<file path="config.mk">
export PLATFORM = sky130hd
export DESIGN_NAME = apb_cmd_initiator
export DESIGN_NICKNAME = d
export VERILOG_FILES = /design/src/rtl/apb_cmd_initiator.sv
export SDC_FILE = /design/constraint.sdc
export NUM_CORES = 1
export LEC_CHECK = 0
export BUFFER_PORTS_ARGS = -buffer_cell sky130_fd_sc_hd__buf_2
export CAP_MARGIN = 0
export CORE_UTILIZATION = 40
export CTS_CLUSTER_DIAMETER = 60
export DETAILED_ROUTE_END_ITERATION = 7
export GPL_TIMING_DRIVEN = 1
export PLACE_DENSITY = 0.7
export SETUP_SLACK_MARGIN = 0.2
export SLEW_MARGIN = 25
export SYNTH_ARGS = -nofsm -noshare
export SYNTH_HDL_FRONTEND = slang
export SYNTH_SLANG_ARGS = --single-unit
</file>
<file path="constraint.sdc">
create_clock -name PCLK -period 2.9 [get_ports PCLK]
set_input_delay 0.29 -clock PCLK [delete_from_list [all_inputs] [get_ports PCLK]]
set_output_delay 0.29 -clock PCLK [all_outputs]
set_load 0.02 [all_outputs]
</file>
<file path="src/rtl/apb_cmd_initiator.sv">
// APB3 initiator: turns one command-stream beat into one SETUP/ACCESS transfer
// and returns read data, slave error and timeout status on a response stream.
module apb_cmd_initiator #(
  parameter int ADDR_WIDTH     = 8,
  parameter int DATA_WIDTH     = 32,
  parameter int TIMEOUT_CYCLES = 255
) (
  input  logic                  PCLK,
  input  logic                  PRESET,
  input  logic                  cmd_valid,
  output logic                  cmd_ready,
  input  logic                  cmd_write,
  input  logic [ADDR_WIDTH-1:0] cmd_addr,
  input  logic [DATA_WIDTH-1:0] cmd_wdata,
  output logic                  rsp_valid,
  input  logic                  rsp_ready,
  output logic [DATA_WIDTH-1:0] rsp_rdata,
  output logic                  rsp_err,
  output logic                  rsp_timeout,
  output logic                  PSEL,
  output logic                  PENABLE,
  output logic                  PWRITE,
  output logic [ADDR_WIDTH-1:0] PADDR,
  output logic [DATA_WIDTH-1:0] PWDATA,
  input  logic [DATA_WIDTH-1:0] PRDATA,
  input  logic                  PREADY,
  input  logic                  PSLVERR
);

  localparam int CNT_W = (TIMEOUT_CYCLES == 0) ? 1 : $clog2(TIMEOUT_CYCLES + 1);
  localparam logic [CNT_W:0] LIMIT = (CNT_W + 1)'(TIMEOUT_CYCLES);

  typedef enum logic [1:0] {IDLE, SETUP, ACCESS, RESP} state_t;

  state_t                state_q;
  logic                  psel_q;
  logic                  penable_q;
  logic                  pwrite_q;
  logic [ADDR_WIDTH-1:0] paddr_q;
  logic [DATA_WIDTH-1:0] pwdata_q;
  logic                  rsp_valid_q;
  logic                  rsp_err_q;
  logic                  rsp_timeout_q;
  logic [DATA_WIDTH-1:0] rsp_rdata_q;
  logic [CNT_W-1:0]      cnt_q;
  logic                  timeout_hit;

  // Expiry is judged on the count this cycle would produce, so the limit
  // equals the number of ACCESS cycles spent before abort.
  assign timeout_hit = (TIMEOUT_CYCLES != 0) &&
                       (({1'b0, cnt_q} + (CNT_W + 1)'(1)) == LIMIT);

  assign cmd_ready   = (state_q == IDLE) & ~PRESET;
  assign PSEL        = psel_q;
  assign PENABLE     = penable_q;
  assign PWRITE      = pwrite_q;
  assign PADDR       = paddr_q;
  assign PWDATA      = pwdata_q;
  assign rsp_valid   = rsp_valid_q;
  assign rsp_err     = rsp_err_q;
  assign rsp_timeout = rsp_timeout_q;
  assign rsp_rdata   = rsp_rdata_q;

  always_ff @(posedge PCLK) begin
    if (PRESET) begin
      state_q       <= IDLE;
      psel_q        <= 1'b0;
      penable_q     <= 1'b0;
      pwrite_q      <= 1'b0;
      paddr_q       <= '0;
      pwdata_q      <= '0;
      rsp_valid_q   <= 1'b0;
      rsp_err_q     <= 1'b0;
      rsp_timeout_q <= 1'b0;
      rsp_rdata_q   <= '0;
      cnt_q         <= '0;
    end else begin
      case (state_q)
        IDLE: begin
          if (cmd_valid) begin
            paddr_q   <= cmd_addr;
            pwrite_q  <= cmd_write;
            pwdata_q  <= cmd_write ? cmd_wdata : '0;
            psel_q    <= 1'b1;
            penable_q <= 1'b0;
            cnt_q     <= '0;
            state_q   <= SETUP;
          end
        end
        SETUP: begin
          penable_q <= 1'b1;
          state_q   <= ACCESS;
        end
        ACCESS: begin
          if (PREADY) begin
            rsp_rdata_q   <= pwrite_q ? '0 : PRDATA;
            rsp_err_q     <= PSLVERR;
            rsp_timeout_q <= 1'b0;
            rsp_valid_q   <= 1'b1;
            psel_q        <= 1'b0;
            penable_q     <= 1'b0;
            state_q       <= RESP;
          end else if (timeout_hit) begin
            rsp_rdata_q   <= '0;
            rsp_err_q     <= 1'b0;
            rsp_timeout_q <= 1'b1;
            rsp_valid_q   <= 1'b1;
            psel_q        <= 1'b0;
            penable_q     <= 1'b0;
            state_q       <= RESP;
          end else if (TIMEOUT_CYCLES != 0) begin
            cnt_q <= cnt_q + CNT_W'(1);
          end
        end
        RESP: begin
          if (rsp_ready) begin
            rsp_valid_q <= 1'b0;
            state_q     <= IDLE;
          end
        end
        default: state_q <= IDLE;
      endcase
    end
  end

endmodule

</file>
==> reports/qor.csv <==
metric,value,unit
status,"finished, final reports clean",
drc,0,
grt_pass1_wl,13900,um
routed_wl,8826,um
met3_usage,5.314,%
via_per_inst,5.202,
ys_types,40,
ys_seq_area_share,51.50,%
cts_tree,done,
r2r_end,rsp_rdata[13],
core_area,8258,sq um
min_period_over_period,86.28,%
clk_latency,350,ps
p_leak,0.002103,uW
nets,615,
max_freq,399.7,MHz
hp-start,PRDATA[2],
cpMaxStageDelayCell,dfxtp_1,
port_buffers,157,
max_slew_margin,62.23,%
cp_max_fo,32,
synthCells,382,
synth_edf_count,0,
critical_path_buf_inv_count,0,
crit_type,reg2reg,
cap_viol_max_count,0,
r2r-start,cnt_q[0],
first_global_vias,2891,
arrival,2790,ps
p_per_area,747.8,nW/um^2
die_height,94.48,um
ctsResizeCount,0,
dp_hpwl,6043,um
cts_buffers,9,
clockBufferDepth,2,
synthTopCellsByCount,"dfxtp_1, nand2_1, a21oi_1, nand3_1, a22o_1",
yosysWarnings,0,
die_w,94.48,um
grt-ovfl-total,0,
area.growth.synth_to_final,32.22,%
syn_avg_cell_area,8.955,sq um
crit_family,compound AO/OA/AOI/OAI gates,
place_ws,448.0,ps
grtUsageMet1,26.40,%
finalClockSkew,11.09,ps
crit_required,3190,ps
slew_viol_final,0,
worst_slack,397.8,ps
synth_top_area_share,51.50,%
row_count,33,
tns,0,ps
start_util,41.42,%
initialDrtViolationCount,235,
clock_sinks,88,
avgRoutedWirePerCell,13.83,um
async_flop_share,0,%
clkTransAtPathRegs,80,ps
reg2regPathDepth,7,
synth_most_common_cell,dfxtp_1,
yosysTopAreaCell,dfxtp_1,
start_kind,flop,
drtPass1Iterations,6,
worstHoldEndpoint,rsp_rdata[2],
hold_viol_final,0,
synth_area,3421,sq um
gp_congestion,0.8729,
ys_top_cells_by_area,"dfxtp_1, a22o_1, a21oi_1",
drive_gt1_share,34.71,%
ys_ff_latch,88,
h-tree-depth,3,
synth_nets,469,
max_stage_delay,470,ps
path_cells,ha_1 -> nand3_1 -> o21a_1 -> o221a_2 -> a21oi_2 -> o21a_4 -> a22o_1,
dieArea,8926,sq um
postCtsSetupRepairBufs,0,
period_needed,2502,ps
track_usage,19.70,%
cp-end-kind,flop,
synth_ff_type,dfxtp_1,
grtUsageMet2,30.43,%
rrSetupSlack,400,ps
num_io_pins,158,
setup_violations,0,
grt.busiest_layer,met2,
rsz0062_at_grt,true,
vias,3319,
cts-hold-fix-buffers,0,
ant_nets,0,
worst_pin_slew,566.5,ps
grt_max_degree,54,
min_path_cells,2,
max-vdd-ir-drop,0.0003690,V
root_buffer,clkbuf_8,
insertedDiodeCount,0,
antenna_found_initial,0,
hp-class,in2reg,
[how the worst max path moves through the flow]
| stage | to | depth (start not counted) | start | slack (ps) |
|---|---|---|---|---|
| after floorplan | rsp_rdata[10] | 7 | cnt_q[0] | 740 |
| after CTS | state_q[0] | 7 | cnt_q[0] | 360 |
| final | rsp_rdata[13] | 7 | cnt_q[0] | 400 |
| after global placement | state_q[0] | 7 | cnt_q[0] | 530 |
| after global routing | rsp_rdata[14] | 7 | cnt_q[1] | 180 |
| after detailed placement | state_q[0] | 7 | cnt_q[0] | 450 |
[worst reg2reg max path, delay by kind of cell, from the launching register on]
kind,cells,cell delay [ps]
AOI/OAI and AO/OA,5,1500
DFF,1,470
adders and majority gates,1,310
and+or+nand+nor,1,170
[state kept, by name, indices dropped and copies added, names as in the netlist]
register / cells
rsp_rdata: 32
PADDR: 8
rsp_err: 1
rsp_valid: 1
PENABLE: 1
PSEL: 1
cnt_q: 8
PWRITE: 1
state_q: 2
rsp_timeout: 1
PWDATA: 32
[placed cells by master, fill, tap and decap left out, types with 2 or more instances in the layout]
| cell | synthesis | final |
|---|---|---|
| and3b_1 | 2 | 2 |
| nor2b_1 | 5 | 5 |
| nand3_1 | 35 | 35 |
| a31oi_1 | 2 | 2 |
| o221a_2 | 2 | 2 |
| inv_1 | 8 | 8 |
| o21ai_0 | 9 | 9 |
| and3_1 | 2 | 2 |
| a22o_1 | 33 | 33 |
| o41ai_1 | 2 | 2 |
| o22ai_1 | 3 | 3 |
| nor3_1 | 6 | 5 |
| nand2_1 | 67 | 67 |
| buf_2 | 2 | 157 |
| nor2_1 | 7 | 7 |
| clkbuf_1 | 20 | 2 |
| clkbuf_8 | 0 | 9 |
| bufinv_16 | 0 | 4 |
| clkinv_1 | 2 | 2 |
| ha_1 | 8 | 8 |
| o21a_1 | 3 | 3 |
| dfxtp_1 | 88 | 88 |
| a21oi_1 | 51 | 51 |
| buf_4 | 0 | 6 |
| nand4_1 | 3 | 3 |
[routing by layer]
metal / share of wire [%] / routed length, um
met3: 5.6 / 490
met2: 49 / 4281
met1: 44 / 3857
met5: 0 / 0
met4: 2.2 / 197
[power by group]
| group | internal, uW | switching (uW) |
|---|---|---|
| sequential | 1330 | 73.4 |
| combinational | 299 | 587 |
| clock | 662 | 426 |
| total | 2300 | 1090 |
[stage by stage]
| step | area [sq um] | util [%] | power (uW) | hold slack [ps] | std cells |
|---|---|---|---|---|---|
| after detailed placement | 4258 | 51.56 | 2313 | 440.3 | 622 |
| after global placement | 4258 | 51.56 | 2295 | 435.1 | 622 |
| final | 4523 | 54.77 | 3382 | 152.6 | 638 |
| after global routing | 4523 | 54.77 | 3568 | 130.3 | 638 |
| after floorplan | 3421 | - | 2018 | 422.9 | 382 |
| after CTS | 4518 | 54.71 | 3409 | 133.3 | 638 |
[area by class of cell]
cell class              count  area [sq um]
repair buffers            163         830.8
multi-input cells         256          1501
clock buffers              11         131.4
clock inverters             5         128.9
flip-flops and latches     88          1762
fillers                   778          3735
inverters                  10         37.54
well taps                 105         131.4
[logic make-up (layout without fill, tap and decap cells)]
family | count (synthesis) | in the layout | synth area share [%]
AOI/OAI and AO/OA | 115 | 115 | 22.82
adders and majority gates | 8 | 8 | 2.926
buffers and inverters | 38 | 189 | 4.901
DFF | 88 | 88 | 51.50
muxes | 1 | 1 | 0.2926
and+or+nand+nor | 132 | 132 | 17.56
Power figures use the tool's default switching activity.
